$ cat src/rtl/fb_arbiter.sv
// Framebuffer port arbiter: read-priority access to a single-port pixel RAM with
// write anti-starvation, a 2-cycle read return path and an end-of-frame pulse.
module fb_arbiter #(
  parameter int                DATA_W     = 15,
  parameter int                ADDR_W     = 20,
  parameter int                STARVE_MAX = 8,
  parameter logic [ADDR_W-1:0] LAST_ADDR  = ADDR_W'({10'd479, 10'd639})
) (
  input  logic              clk,
  input  logic              rst,
  input  logic              en,
  input  logic              wr_req,
  input  logic [ADDR_W-1:0] wr_addr,
  input  logic [DATA_W-1:0] wr_data,
  output logic              wr_ready,
  input  logic              rd_req,
  input  logic [ADDR_W-1:0] rd_addr,
  output logic              rd_ready,
  output logic              rd_valid,
  output logic [DATA_W-1:0] rd_data,
  output logic              ram_en,
  output logic              ram_we,
  output logic [ADDR_W-1:0] ram_addr,
  output logic [DATA_W-1:0] ram_din,
  input  logic [DATA_W-1:0] ram_dout,
  output logic              frame_done
);

  typedef enum logic {FILLING, FRAME_END} frame_st_e;

  logic [7:0]        starve_q, starve_d;
  logic [1:0]        vld_pipe_q;
  logic [DATA_W-1:0] rd_data_q;
  frame_st_e         st_q;
  logic              frame_done_q;
  logic              live, starved;

  // Grants are gated by reset too, so nothing reaches the RAM while held in reset.
  assign live    = rst & en;
  assign starved = (starve_q == 8'(STARVE_MAX));

  always_comb begin
    wr_ready = live & wr_req & (~rd_req | starved);
    rd_ready = live & rd_req & ~wr_ready;
    ram_en   = wr_ready | rd_ready;
    ram_we   = wr_ready;
    ram_addr = '0;
    ram_din  = '0;
    if (wr_ready) begin
      ram_addr = wr_addr;
      ram_din  = wr_data;
    end else if (rd_ready) begin
      ram_addr = rd_addr;
    end
  end

  always_comb begin
    starve_d = starve_q;
    if (en) begin
      if (!wr_req || wr_ready) starve_d = '0;
      else if (!starved)       starve_d = starve_q + 8'd1;
    end
  end

  // Stage 0 marks the RAM cycle, stage 1 is the returned data slot.
  always_ff @(posedge clk or negedge rst) begin
    if (!rst) begin
      starve_q   <= '0;
      vld_pipe_q <= '0;
      rd_data_q  <= '0;
    end else begin
      starve_q   <= starve_d;
      vld_pipe_q <= {vld_pipe_q[0], rd_ready};
      if (vld_pipe_q[0]) rd_data_q <= ram_dout;
    end
  end

  always_ff @(posedge clk or negedge rst) begin
    if (!rst) begin
      st_q         <= FILLING;
      frame_done_q <= 1'b0;
    end else begin
      case (st_q)
        FILLING: if (wr_ready && wr_addr == LAST_ADDR) begin
          st_q         <= FRAME_END;
          frame_done_q <= 1'b1;
        end
        default: begin
          st_q         <= FILLING;
          frame_done_q <= 1'b0;
        end
      endcase
    end
  end

  assign rd_valid   = vld_pipe_q[1];
  assign rd_data    = rd_data_q;
  assign frame_done = frame_done_q;

endmodule

$ cat config.mk
export PLATFORM = sky130hd
export DESIGN_NAME = fb_arbiter
export DESIGN_NICKNAME = d
export VERILOG_FILES = /design/src/rtl/fb_arbiter.sv
export SDC_FILE = /design/constraint.sdc
export NUM_CORES = 1
export LEC_CHECK = 0
export BUFFER_PORTS_ARGS = -buffer_cell sky130_fd_sc_hd__buf_2
export CAP_MARGIN = 0
export CORE_MARGIN = 5
export CORE_UTILIZATION = 39
export CTS_CLUSTER_SIZE = 25
export DETAILED_ROUTE_END_ITERATION = 10
export PLACE_DENSITY = 0.85
export SETUP_SLACK_MARGIN = 0.3
export SKIP_CTS_REPAIR_TIMING = 1
export SYNTH_ARGS = -nofsm -noshare
export SYNTH_HDL_FRONTEND = slang
export SYNTH_SLANG_ARGS = --single-unit
$ cat constraint.sdc
create_clock -name clk -period 2.8 [get_ports clk]
set_clock_uncertainty 0.05 [all_clocks]
set_input_delay 0.84 -clock clk [delete_from_list [all_inputs] [get_ports clk]]
set_output_delay 0.84 -clock clk [all_outputs]
set_load 0.03 [all_outputs]
# Word-level counts from Yosys, hierarchy flattened
# Cells that the tools add are included.
# classes
n_eq_ne,3
mux,9
reduce_logical,5
bitwise_logic,9
add_sub_neg,1
# op_table
cell,count
2-to-1 mux 20 bit,2
== test 20 x 19 -> 1 bit (second input constant),1
2-to-1 mux 8 bit,2
2-to-1 mux 15 bit,1
adder 8 x 1 -> 8 bit (second input constant),1
== test 8 x 4 -> 1 bit (second input constant),1
bitwise AND 1 bit,5
2-to-1 mux 1 bit,4
inequality test 2 x 1 -> 1 bit (second input constant),1
inverter 1 bit,2
OR 1 bit,2
AND reduction 2 bit,1
nonzero test 2 bit,1
logical AND 1 bit,1
logical NOT 1 bit,1
logical OR 1 bit,1
# totals
wordCells,32
inputBits,75
register_bits,27

# Logic depth before layout (Yosys ltp)
# depth
word_depth,7
depth_mapped,8

# Worst setup path after synthesis
# OpenSTA, ideal clock, no wires.
# synth_timing
kind,input port to output port
from,input port wr_req
to,output port ram_addr[10]
t_required_ns,1.910
t_arrival_ns,2.176
n_path_buf,2
path_slack_ns,-0.266
path_stages,6
cell_sequence,clkbuf_1 > inv_1 > nor3_1 > nor3b_1 > buf_2 > a22o_1
# synth_between
elab_chain_cells,6
# synth_lines
item,line,source
"start, declared",12,"input logic wr_req,"
bitwise AND 1 bit (2 in a row),43,wr_ready = live & wr_req & (~rd_req | starved);
inverter 1 bit,44,rd_ready = live & rd_req & ~wr_ready;
bitwise AND 1 bit,44,
net rd_ready,18,"output logic rd_ready,"
2-to-1 mux 20 bit,52,end else if (rd_ready) begin
2-to-1 mux 20 bit,49,if (wr_ready) begin
"end, declared",23,"output logic [ADDR_W-1:0] ram_addr,"
# The timed path passes the listed nets, and every way through them passes these cells.

# Final worst setup path
# layout_timing
from,register starve_q[4]
to,output port ram_din[13]
# layout_between
elab_chain_cells,4
# layout_lines
item,line,source
"start, declared",31,"logic [7:0] starve_q, starve_d;"
"start signal, assigned",72,starve_q <= starve_d;
== test 8 x 4 -> 1 bit,40,assign starved = (starve_q == 8'(STARVE_MAX));
OR 1 bit,43,
bitwise AND 1 bit,43,
2-to-1 mux 15 bit,49,
"end, declared",24,"output logic [DATA_W-1:0] ram_din,"
# Every way passes these cells.

==> results.json <==
{
  "ys_ff_latch": 27,
  "vias": 1903,
  "layout_min_cycle_time_ns": 3.09,
  "critPathRequiredTime_ns": 1.91,
  "antenna_found_initial": 0,
  "syn-cell-area_um2": 1640,
  "r2r-start": "starve_q[4]",
  "timing.final.ws_setup_ns": -0.294,
  "pin_count": 131,
  "r2r-end": "frame_done",
  "cts.clk_slew.worst_paths_ns": 0.10,
  "fin_hold_ws_ns": 0.462,
  "hp-class": "reg -> reg",
  "rrSetupSlack_ns": 0.54,
  "fin_nets": 379,
  "synth_top_area_share": 0.411,
  "place.gp.congestion": 0.809,
  "hold_end": "rd_data[10]",
  "global_route.overflow_total": 0,
  "h-tree-depth": 1,
  "die_height_um": 74.9,
  "setup_viol": 37,
  "ys_warn_count": 0,
  "synth_area_leaders": "dfrtp_1 (41%), a22o_1 (11%), mux2_2 (10%)",
  "yosysMostFrequentCell": "dfrtp_1",
  "synth_commonest_cells": "dfrtp_1 (27), a22o_1 (20), and2_1 (15), mux2_2 (15), nand2_1 (11)",
  "groute.usage.overall": 0.170,
  "hold_violations": 0,
  "grt_pass1_wl_um": 7620,
  "grtUsageMet2": 0.279,
  "n_antenna_cell": 0,
  "dp_hpwl_um": 4430,
  "final_antenna_net_count": 0,
  "path_common_cell": "buf_6",
  "clk_path_buf_depth": 2,
  "crit_slowest_cell": "or3_4",
  "synth_area_per_cell_um2": 10.7,
  "cts_tree": "yes",
  "drc": 0,
  "coreArea_um2": 4060,
  "synth_edf_count": 0,
  "fin_crit_sh": 1.10,
  "grt_max_degree": 40,
  "ir_worst_vdd_mv": 0.220,
  "synth_cell_types": 41,
  "combPwrFrac": 0.439,
  "hold_start": "rd_data[10]",
  "clock_sinks": 27,
  "crit_arrival_ns": 2.20,
  "total_power_mw": 1.28,
  "die_w_um": 74.9,
  "p_per_area_nw_per_um2": 411,
  "die_area_um2": 5610,
  "synth_seq_area_share": 0.411,
  "grt_pass1_vias": 1616,
  "routedWlPerCell_um": 20.1,
  "r2r.worst_path.cells": 9,
  "clkPwrFrac": 0.175,
  "tns_ns": -8.05,
  "dr.first_iter.drc_count": 78,
  "rsz0062_at_grt": "true",
  "initial_utilization": 0.405,
  "layout-drive-gt1-share": 0.728,
  "drv_slew": 0,
  "tightest_slew_ns": 0.598,
  "dpl.cell_count": 332,
  "crit_path_cell_trace": "or3_4 > o21a_4 > nor3_4 > buf_6 > clkbuf_16 > and2_4 > buf_6",
  "rows": 23,
  "yosysTopAreaCell": "dfrtp_1",
  "cts_root_buf": "clkbuf_8",
  "worstSkewPairLatency_ns": 0.27,
  "async_reset_ff_frac": 1.00,
  "cts_buffers": 3,
  "p_switching_uw": 479,
  "via_per_inst": 5.42,
  "seqPwrFrac": 0.386,
  "drtPass1Iterations": 6,
  "final_cells": 351,
  "busiest_layer": "met2",
  "endpoint_kind": "primary output",
  "p_sw_frac": 0.373,
  "crit_type": "reg -> out",
  "synthesis.instances": 153,
  "utilization": 0.770,
  "synth_nets": 230,
  "drt-total-wl_um": 7070,
  "p_leak_nw": 1.56,
  "grt_util_met3": 0.0401,
  "cp_max_fo": 6,
  "whs_path_depth": 1,
  "relSlewSlack": 0.601,
  "drv_cap": 0,
  "met1_usage": 0.234,
  "syn2layout_area_growth_pct": 90.0,
  "ys.flop_type": "dfrtp_1",
  "max_freq_mhz": 323,
  "p_int_uw": 804,
  "critPathMaxStageDelay_ns": 0.43,
  "cp-start-kind": "flip-flop",
  "port_buffers": 130,
  "status": "finished, violations left",
  "failed_checks": "setup timing"
}
==> routing by layer <==
layer  vias to the layer above  wire (um)
met4                         0        226
met5                         -          0
met1                       914       2510
met3                        22        435
li1                        876          -
met2                        91       3900
==> per-stage QoR <==
| stage | setup WS, ns | area, um^2 |
|---|---|---|
| 2_1_floorplan | 0.166 | 1930 |
| 3_3_place_gp | -0.0433 | 2630 |
| 3_5_place_dp | -0.0745 | 2630 |
| 4_1_cts | -0.228 | 2680 |
| 5_1_grt | -0.347 | 3120 |
| 6_report | -0.294 | 3120 |
==> power by group through the flow <==
stage | clock network, mW | logic (mW) | registers, mW
6_report | 0.224 | 0.563 | 0.496
5_1_grt | 0.239 | 0.598 | 0.503
4_1_cts | 0.226 | 0.491 | 0.491
3_5_place_dp | 0 | 0.490 | 0.499
3_3_place_gp | 0 | 0.481 | 0.496
2_1_floorplan | 0 | 0.219 | 0.595
==> area by class of cell <==
type                    count  area [um^2]
repair buffers            154         1170
multi-input cells         108         1130
fillers                   252          933
flip-flops and latches     27          676
well taps                  50         62.6
clock buffers               3         41.3
inverters                   8         37.5
clock inverters             1         7.51
==> worst max-delay path, delay by kind of cell, from the launching register on <==
kind / cells / cell delay, ns
DFF: 1 / 0.40
and+or+nand+nor: 3 / 0.82
buffers and inverters: 3 / 0.48
AOI/OAI and AO/OA: 1 / 0.23
==> state kept, by name, indices dropped and copies added, names as in the netlist <==
signal      flops
starve_q        8
vld_pipe_q      2
frame_done      1
st_q            1
rd_data        15
==> logic make-up after synthesis <==
| kind of cell | synth area share |
|---|---|
| AOI/OAI and AO/OA | 0.209 |
| adders and majority gates | 0.0152 |
| buffers and inverters | 0.0616 |
| DFF | 0.411 |
| muxes | 0.103 |
| and+or+nand+nor | 0.200 |
==> worst max-delay path by stage <==
stage,startpoint,endpoint,slack (ns),cells past startpoint
after global routing,starve_q[4],ram_din[13],-0.35,7
after detailed placement,en,ram_addr[16],-0.07,6
after global placement,en,ram_addr[19],-0.04,6
after CTS,starve_q[0],ram_addr[16],-0.23,8
final,starve_q[4],ram_din[13],-0.29,7
after floorplan,wr_req,ram_addr[10],0.17,6
==> layout by cell type (no fill, tap or decap), types with 6 or more instances in the layout <==
| cell | n |
|---|---|
| buf_4 | 17 |
| nand2_1 | 10 |
| dfrtp_1 | 27 |
| inv_1 | 6 |
| mux2_2 | 15 |
| a22o_4 | 19 |
| buf_2 | 90 |
| buf_6 | 38 |
| and2_4 | 15 |
Power figures use the tool's default switching activity.
